**config.mk**
```make
export PLATFORM = sky130hd
export DESIGN_NAME = alu_seq
export DESIGN_NICKNAME = d
export VERILOG_FILES = /design/src/rtl/alu_seq.sv
export SDC_FILE = /design/constraint.sdc
export NUM_CORES = 1
export LEC_CHECK = 0
export CAP_MARGIN = 30
export CELL_PAD_IN_SITES_DETAIL_PLACEMENT = 2
export CELL_PAD_IN_SITES_GLOBAL_PLACEMENT = 2
export CORE_ASPECT_RATIO = 0.5
export CORE_MARGIN = 2
export CORE_UTILIZATION = 39
export CTS_CLUSTER_DIAMETER = 40
export DETAILED_ROUTE_END_ITERATION = 8
export GPL_TIMING_DRIVEN = 0
export MAX_ROUTING_LAYER = met4
export PLACE_DENSITY_LB_ADDON = 0.1
export SLEW_MARGIN = 20
export SYNTH_ARGS = -nofsm -noshare
export SYNTH_HDL_FRONTEND = slang
export SYNTH_SLANG_ARGS = --single-unit
```
**constraint.sdc**
```tcl
create_clock -name clk -period 10.2 [get_ports clk]
set_clock_uncertainty 0.15 [all_clocks]
set_input_delay 1.53 -clock clk [delete_from_list [all_inputs] [get_ports clk]]
set_output_delay 1.53 -clock clk [all_outputs]
set_load 0.01 [all_outputs]
```
**src/rtl/alu_seq.sv**
```systemverilog
// Registered ALU with a valid/ready handshake on both sides.
// MUL is an iterative shift-add over WIDTH cycles. Every other opcode completes in one cycle.
module alu_seq #(
  parameter int WIDTH = 16
) (
  input  logic             clk,
  input  logic             rst_n,
  input  logic             i_in_valid,
  output logic             o_in_ready,
  input  logic [WIDTH-1:0] i_first_input,
  input  logic [WIDTH-1:0] i_second_input,
  input  logic [3:0]       i_alu_op,
  output logic             o_out_valid,
  input  logic             i_out_ready,
  output logic [WIDTH-1:0] o_output_data,
  output logic             o_zero,
  output logic             o_negative,
  output logic             o_carry,
  output logic             o_overflow,
  output logic             o_illegal_op
);

  localparam int CW = $clog2(WIDTH) + 1;
  localparam logic [CW-1:0]    CNT_LAST = CW'(WIDTH - 1);
  localparam logic [WIDTH-1:0] W_LIMIT  = WIDTH'(WIDTH);

  localparam logic [1:0] S_IDLE = 2'd0;
  localparam logic [1:0] S_BUSY = 2'd1;
  localparam logic [1:0] S_HOLD = 2'd2;

  localparam logic [3:0] OP_ZERO = 4'd0;
  localparam logic [3:0] OP_ADD  = 4'd1;
  localparam logic [3:0] OP_SUB  = 4'd2;
  localparam logic [3:0] OP_OR   = 4'd3;
  localparam logic [3:0] OP_AND  = 4'd4;
  localparam logic [3:0] OP_SHL  = 4'd5;
  localparam logic [3:0] OP_SHR  = 4'd6;
  localparam logic [3:0] OP_XOR  = 4'd7;
  localparam logic [3:0] OP_ASR  = 4'd8;
  localparam logic [3:0] OP_SLT  = 4'd9;
  localparam logic [3:0] OP_SLTU = 4'd10;
  localparam logic [3:0] OP_MUL  = 4'd11;

  logic [1:0]       r_state;
  logic [WIDTH-1:0] r_mcand;
  logic [WIDTH-1:0] r_mplier;
  logic [WIDTH-1:0] r_acc;
  logic [CW-1:0]    r_count;
  logic             r_out_valid;
  logic [WIDTH-1:0] r_data;
  logic             r_zero;
  logic             r_negative;
  logic             r_carry;
  logic             r_overflow;
  logic             r_illegal;

  logic             w_accept;
  logic [WIDTH:0]   w_sum;
  logic [WIDTH-1:0] w_diff;
  logic             w_shamt_big;
  logic [WIDTH-1:0] w_result;
  logic             w_carry;
  logic             w_overflow;
  logic             w_illegal;
  logic [WIDTH-1:0] w_mul_sum;

  // A held result may be replaced on the same edge the consumer takes it.
  assign o_in_ready = (r_state == S_IDLE) || ((r_state == S_HOLD) && i_out_ready);
  assign w_accept   = i_in_valid && o_in_ready;

  assign w_sum       = {1'b0, i_first_input} + {1'b0, i_second_input};
  assign w_diff      = i_first_input - i_second_input;
  assign w_shamt_big = (i_second_input >= W_LIMIT);
  assign w_mul_sum   = r_acc + (r_mplier[0] ? r_mcand : '0);

  always_comb begin
    w_result   = '0;
    w_carry    = 1'b0;
    w_overflow = 1'b0;
    w_illegal  = 1'b0;
    case (i_alu_op)
      OP_ZERO: w_result = '0;
      OP_ADD: begin
        w_result   = w_sum[WIDTH-1:0];
        w_carry    = w_sum[WIDTH];
        w_overflow = (i_first_input[WIDTH-1] == i_second_input[WIDTH-1]) &&
                     (w_sum[WIDTH-1] != i_first_input[WIDTH-1]);
      end
      OP_SUB: begin
        w_result   = w_diff;
        w_carry    = (i_first_input < i_second_input);
        w_overflow = (i_first_input[WIDTH-1] != i_second_input[WIDTH-1]) &&
                     (w_diff[WIDTH-1] != i_first_input[WIDTH-1]);
      end
      OP_OR:   w_result = i_first_input | i_second_input;
      OP_AND:  w_result = i_first_input & i_second_input;
      OP_SHL:  w_result = w_shamt_big ? '0 : (i_first_input << i_second_input);
      OP_SHR:  w_result = w_shamt_big ? '0 : (i_first_input >> i_second_input);
      OP_XOR:  w_result = i_first_input ^ i_second_input;
      OP_ASR:  w_result = w_shamt_big ? {WIDTH{i_first_input[WIDTH-1]}}
                                      : ($signed(i_first_input) >>> i_second_input);
      OP_SLT:  w_result = {{(WIDTH-1){1'b0}}, ($signed(i_first_input) < $signed(i_second_input))};
      OP_SLTU: w_result = {{(WIDTH-1){1'b0}}, (i_first_input < i_second_input)};
      OP_MUL:  w_result = '0;
      default: w_illegal = 1'b1;
    endcase
  end

  // Output registers are cleared on entering BUSY so no partial product is ever visible.
  always_ff @(posedge clk or negedge rst_n) begin
    if (!rst_n) begin
      r_state     <= S_IDLE;
      r_mcand     <= '0;
      r_mplier    <= '0;
      r_acc       <= '0;
      r_count     <= '0;
      r_out_valid <= 1'b0;
      r_data      <= '0;
      r_zero      <= 1'b0;
      r_negative  <= 1'b0;
      r_carry     <= 1'b0;
      r_overflow  <= 1'b0;
      r_illegal   <= 1'b0;
    end else begin
      case (r_state)
        S_IDLE, S_HOLD: begin
          if (w_accept && (i_alu_op == OP_MUL)) begin
            r_state     <= S_BUSY;
            r_mcand     <= i_first_input;
            r_mplier    <= i_second_input;
            r_acc       <= '0;
            r_count     <= '0;
            r_out_valid <= 1'b0;
            r_data      <= '0;
            r_zero      <= 1'b0;
            r_negative  <= 1'b0;
            r_carry     <= 1'b0;
            r_overflow  <= 1'b0;
            r_illegal   <= 1'b0;
          end else if (w_accept) begin
            r_state     <= S_HOLD;
            r_out_valid <= 1'b1;
            r_data      <= w_result;
            r_zero      <= (w_result == '0);
            r_negative  <= w_result[WIDTH-1];
            r_carry     <= w_carry;
            r_overflow  <= w_overflow;
            r_illegal   <= w_illegal;
          end else if ((r_state == S_HOLD) && i_out_ready) begin
            r_state     <= S_IDLE;
            r_out_valid <= 1'b0;
          end
        end
        S_BUSY: begin
          r_acc    <= w_mul_sum;
          r_mcand  <= r_mcand << 1;
          r_mplier <= r_mplier >> 1;
          r_count  <= r_count + CW'(1);
          if (r_count == CNT_LAST) begin
            r_state     <= S_HOLD;
            r_out_valid <= 1'b1;
            r_data      <= w_mul_sum;
            r_zero      <= (w_mul_sum == '0);
            r_negative  <= w_mul_sum[WIDTH-1];
            r_carry     <= 1'b0;
            r_overflow  <= 1'b0;
            r_illegal   <= 1'b0;
          end
        end
        default: r_state <= S_IDLE;
      endcase
    end
  end

  assign o_out_valid   = r_out_valid;
  assign o_output_data = r_data;
  assign o_zero        = r_zero;
  assign o_negative    = r_negative;
  assign o_carry       = r_carry;
  assign o_overflow    = r_overflow;
  assign o_illegal_op  = r_illegal;

endmodule

```
==> impl_results.rst <==
.. list-table::
   :header-rows: 1

   * - Metric
     - Value
   * - Total number of clock tree sinks
     - 76
   * - Period utilisation layout
     - 69.8%
   * - Routed wire length
     - 40.1 mm
   * - Worst slew margin relative to its limit
     - 19.0%
   * - Diode insertion count for antenna repair
     - 0
   * - Clock-pin slew on the worst setup and hold paths
     - 0.06 ns
   * - Via/cell ratio
     - 6.55
   * - Delay of the slowest critical-path stage
     - 1.10 ns
   * - Number of port buffers
     - 62
   * - Transition at the pin with the smallest max-transition slack
     - 1.21 ns
   * - Count of different cell masters after synthesis
     - 81
   * - Post-cts resize count
     - 0
   * - Worst hold margin
     - 0.345 ns
   * - I/O pin cnt
     - 63
   * - Commonest cells after routing, fill and taps aside
     - nand2_1, o21ai_0, dfrtp_1
   * - Total via count in the routed design
     - 9022
   * - DRC viols
     - 0
   * - Number of nets with antenna violations after detailed routing
     - 0
   * - Worst min-delay path class
     - reg -> reg
   * - Clock latency on the worst-skew pair
     - 0.35 ns
   * - TritonCTS clock tree
     - yes
   * - Final-report max-slew violation count
     - 0
   * - Synth Instances
     - 1020
   * - Setup TNS
     - 0 ns
   * - HPWL after DPL
     - 30.8 mm
   * - Total power
     - 1.58 mW
   * - Synth Flop Type
     - dfrtp_1
   * - Drt initial violations
     - 827
   * - Minimum setup slack among reg-to-reg paths
     - 6.11 ns
   * - Net Count, Synth
     - 1128
   * - Worst slack, placed
     - 2.82 ns
   * - X dimension of the die
     - 209 µm
   * - Outcome
     - finished, final reports clean
   * - Post-layout instance area
     - 9520 µm²
   * - Final Hold Viols
     - 0
   * - Critical Path Start Type
     - input pin
   * - Classification of the worst setup path
     - in -> reg
   * - Cts-stage hold buffer count
     - 0
   * - Max-cap violations
     - 0
   * - Maximum level of the CTS H-tree
     - 3
   * - Final Setup Violations
     - 0
   * - Crit path arrival time
     - 7.25 ns
   * - Cell leakage power
     - 4.09 nW
   * - Number of setup buffers added after CTS
     - 0
   * - Placement Rows
     - 37
   * - Wire length per cell after detailed routing
     - 29.1 µm
   * - Via count of the first global-routing pass
     - 9612
   * - Num CTS Buffers
     - 9
   * - End of the worst hold path
     - r_mplier[2]
   * - Setup slack of the critical path after layout
     - 3.08 ns
   * - Critical path data required time
     - 10.33 ns
   * - Largest voltage drop on the vdd net
     - 0.0904 mV
   * - Pin count of the biggest net entering global routing
     - 53
   * - Int Power
     - 0.887 mW
   * - Max clock buf depth
     - 2
   * - Net switching share of the total power
     - 43.8%
   * - Post-synthesis average cell area
     - 8.02 µm²
   * - CP max FO
     - 9
   * - Hold-critical path depth
     - 2
   * - Y dimension of the die
     - 106 µm
   * - Worst-path cell chain
     - clkdlybuf4s50_1 > clkbuf_1 > inv_2 > buf_1 > buf_8 > ha_1 > a211oi_1 > o21ai_0 > o211ai_1 > a221oi_1 > o221ai_1 > a2111oi_1 > nand4_1 > nor4_1 > and4_1 > a211o_1
   * - Non-Filler Instances
     - 1378
   * - Layout overhead on the synthesized area
     - 16.3%
   * - Share of layout cells above drive strength 1
     - 6.97%
   * - Worst R2R Path Depth
     - 12
   * - Critical hold path startpoint
     - r_mplier[3]
   * - NetSw
     - 0.692 mW
   * - Initial antenna violation count
     - 0
   * - Placed insts
     - 1358
   * - Area of the core
     - 20600 µm²
   * - Power Density
     - 166 nW/µm²
   * - Share of synthesized flip-flops with an asynchronous set or reset
     - 100%
   * - Synth warn
     - 0
   * - Post-synthesis cell area
     - 8180 µm²
   * - Minimum clock period
     - 7.12 ns
   * - Fill count
     - 2293
   * - Clock share of power
     - 19.7%
   * - Sequential share of power
     - 30.4%
   * - Reg-to-reg critical path endpoint
     - o_output_data[15]
   * - Util after Layout
     - 46.3%
   * - RSZ-0062 raised after global routing
     - no
   * - Combinational share of power
     - 49.9%
   * - Post-synthesis sequential area ratio
     - 23.2%
   * - Die area
     - 22200 µm²
   * - Gr ovfl total
     - 0
   * - GRT Resource Usage Total
     - 37.4%
   * - Kind of capture point of the worst setup path
     - flip-flop
   * - Effective utilization at floorplan
     - 39.8%
   * - Highest Clock Rate
     - 141 MHz
   * - Worst path slowest cell
     - a2111oi_1
   * - First-pass detailed-route iteration total
     - 5
   * - Cell Area, Placed
     - 9210 µm²
   * - Reg-to-reg critical path startpoint
     - r_mplier[0]
   * - Nets@finish
     - 1208
   * - CTS Root Cell
     - clkbuf_16
   * - Most common cell after layout, fill and taps aside
     - nand2_1
   * - EDFF count, synth
     - 0
   * - Placer's final routability congestion estimate
     - 0.983
   * - Global-route wire length before repair
     - 61.0 mm
   * - Number of storage elements in the synthesis netlist
     - 76
how the worst max path moves through the flow:
stage | from | endpoint | slack (ns)
floorplan | i_second_input[1] | o_zero | 5.31
global placement | i_second_input[1] | o_zero | 2.67
detailed placement | i_second_input[1] | o_zero | 2.82
CTS | i_second_input[1] | o_zero | 3.15
global route | i_second_input[1] | o_zero | 2.99
finish | i_second_input[1] | o_zero | 3.08
layer usage:
layer	share of wire, %	vias up	routed length [µm]	GRT usage [%]
li1	-	3956	-	-
met1	46	4633	18300	50.2
met2	45	362	18000	58.8
met3	6.9	71	2750	6.82
met4	2.4	0	971	8.72
met5	0	-	0	-
synthesized netlist by cell type, drive strengths merged (14+ instances only):
| master | number | area, µm² |
|---|---|---|
| nor4 | 16 | 115 |
| and2 | 20 | 125 |
| dfrtp | 76 | 1900 |
| nor3 | 31 | 155 |
| a21oi | 51 | 255 |
| nand2 | 122 | 458 |
| ha | 65 | 813 |
| a211oi | 15 | 113 |
| mux2i | 57 | 571 |
| mux2 | 19 | 214 |
| o21ai | 106 | 531 |
| nor2 | 71 | 274 |
| inv | 52 | 195 |
| clkbuf | 47 | 176 |
| o211ai | 14 | 105 |
critical path: cells and delay by family:
kind            cells  cell delay (ns)
simple gates        3             0.86
compound gates      7             2.77
fa+ha+maj           1             0.32
buf+inv             5             1.73
cells by family (layout without fill, tap and decap cells):
group | after synthesis | after routing | synth area share (%)
AOI/OAI and AO/OA | 313 | 313 | 25.1
xor gates and xnor gates | 17 | 17 | 1.82
adders and majority gates | 68 | 68 | 10.7
buffers and inverters | 112 | 197 | 5.44
DFF | 76 | 76 | 23.2
muxes | 87 | 87 | 12.6
and+or+nand+nor | 347 | 347 | 21.1
power groups by stage:
stage / Combinational, mW / Sequential [mW] / Clock, mW
after global placement: 0.697 / 0.468 / 0
after CTS: 0.773 / 0.478 / 0.316
after global routing: 0.847 / 0.490 / 0.326
after floorplan: 0.482 / 0.456 / 0
final: 0.789 / 0.480 / 0.311
after detailed placement: 0.744 / 0.478 / 0
final cells by class:
| class | instances | area [µm²] | share of cell area, % |
|---|---|---|---|
| well taps | 273 | 342 | 3.59 |
| plain buffers | 59 | 246 | 2.59 |
| repair buffers | 69 | 686 | 7.20 |
| multi-input cells | 832 | 5860 | 61.6 |
| flip-flops and latches | 76 | 1900 | 20.0 |
| clock inverters | 3 | 21.3 | 0.223 |
| clock buffers | 13 | 260 | 2.73 |
| inverters | 53 | 199 | 2.09 |
state kept, by name (all words and copies together), names as in the netlist:
| register | flops |
|---|---|
| o_carry | 1 |
| o_illegal_op | 1 |
| o_out_valid | 1 |
| o_output_data | 16 |
| o_overflow | 1 |
| o_zero | 1 |
| r_acc | 16 |
| r_count | 5 |
| r_mcand | 16 |
| r_mplier | 16 |
| r_state | 2 |
Note: power is estimated with default switching activity, not from simulation.
==> edit: new RTL, config.mk and constraints unchanged <==
Make the reset (`rst_n`) synchronous in one clocked block.
--- a/src/rtl/alu_seq.sv
+++ b/src/rtl/alu_seq.sv
@@ -109,3 +109,3 @@
   // Output registers are cleared on entering BUSY so no partial product is ever visible.
-  always_ff @(posedge clk or negedge rst_n) begin
+  always_ff @(posedge clk) begin
     if (!rst_n) begin
Function: differs if rst_n is asserted again (counterexample within 4 cycles, from zero or initial values and one cycle with rst_n low); with rst_n held inactive, the same outputs for 10 cycles.
==> edit against the unedited design <==
Sequential cell count unchanged. Count of clock-buffer cells in the layout fell by 2. Die area shrank 2.0%. Routed wire length up 17%. Cell area is 2.2% lower. Setup slack lost 0.30 ns. Synthesized area shrank 2.1%. Register-to-register slack lost 0.59 ns. Sequential share of layout area down 3.6 points. Cell count up 6.2%. Critical path depth stayed put. Critical path type unchanged. Largest cell class unchanged.
Power is not compared: it rests on default switching activity, and its combinational part moved more than twofold at a synthesized area within 25%.
==> edit: results (changes against the unedited design) <==
| Metric | Value |
|---|---|
| Synth Net Count | `1217 (+7.9%)` |
| Initial antenna violation count | `1 (+1)` |
| # nets final | `1293 (+7.0%)` |
| Reg2reg start | `r_mplier[0]` |
| Synth async-reset ratio | `0% (-100 points)` |
| Pin count of the biggest net entering global routing | `13 (-75%)` |
| Synth Flop Type | `dfxtp_1` |
| Worst path slowest cell | `a311oi_1` |
| Post-detailed-route wirelength per cell | `31.98 um (+10%)` |
| Ratio of cells with drive above 1 in the final layout | `6.560% (-0.41 points)` |
| Iter 0 DRT Violations | `1032 (+25%)` |
| First-pass GRT wire length | `68.01 mm (+12%)` |
| Status | `complete, no violations` |
| Slowest stage delay, CP | `0.64 ns (-0.46 ns)` |
| Worst Setup SP | `i_second_input[2]` |
| FF-to-FF setup slack | `5.52 ns (-0.59 ns)` |
| Top post-synthesis cells by area | `dfxtp_1 (19%), ha_1 (10%), nand2_1 (7.2%), nor2_1 (6.5%), a21oi_1 (5.1%)` |
| Worst slew pin tran | `1.134 ns (-0.07875 ns)` |
| Vias in the first global route | `10.42k (+8.4%)` |
| Total Routing Usage GR | `43.02% (+5.6 points)` |
| Dpl hpwl | `33.28 mm (+8.0%)` |
| Crit path max fanout | `11 (+2)` |
| Post-synth top cells | `nand2_1 (153), nor2_1 (138), a21oi_1 (82)` |
| Cell count of the worst reg-to-reg path | `13 (+1)` |
| Cell variety after synth | `85 (+4.9%)` |
| Routability cong. | `1.041 (+5.9%)` |
edit: worst min path at each step:
stage                  endpoint  slack [ns]  cells after the start
4_1_cts                r_acc[8]        0.33                      2
5_1_grt               r_acc[11]        0.37                      2
3_5_place_dp   o_output_data[9]        0.30                      2
2_1_floorplan          r_acc[0]        0.29                      2
3_3_place_gp   o_output_data[9]        0.30                      2
6_report               r_acc[8]        0.33                      2
edit: area by class of cell:
cell class              count  area, sq um
plain buffers              75        309.0
inverters                  52        195.2
flip-flops and latches     76         1521
clock inverters             4        50.05
well taps                 273        341.6
clock buffers              11        242.7
multi-input cells         906         6005
repair buffers             65        638.1
diodes                      2        5.005
fillers                  2381        11060
edit: per-stage QoR:
| step | util [%] | cell area, sq um | setup slack, ns | instances |
|---|---|---|---|---|
| final | 45.69 | 9308 | 2.785 | 1464 |
| after global routing | 45.69 | 9308 | 2.651 | 1464 |
| after CTS | 45.67 | 9303 | 3.050 | 1462 |
| after detailed placement | 44.23 | 9010 | 2.765 | 1447 |
| after global placement | 44.07 | 8976 | 2.294 | 1444 |
| after floorplan | - | 8014 | 5.165 | 1109 |
edit: routing by layer:
layer | global-route usage, % | share of wire, % | up-vias | routed length (um)
li1 | - | - | 4230 | -
met1 | 56.07 | 44 | 5120 | 20510
met2 | 67.82 | 45 | 550 | 21060
met3 | 8.349 | 7.5 | 161 | 3522
met4 | 12.31 | 3.7 | 0 | 1727
met5 | - | 0 | - | 0
edit: power by group through the flow:
stage	Sequential, uW	Clock (uW)	Combinational [uW]
after CTS	316	335	326
after global routing	317	351	356
final	317	343	340
after global placement	320	0	304
after floorplan	322	0	176
after detailed placement	321	0	318
edit: cells by family after synthesis:
group	share of synthesized area (%)
fa+ha+maj	10.90
compound gates	29.46
xor+xnor	1.858
simple gates	25.21
buf+inv	6.292
flops	18.99
mux	7.291
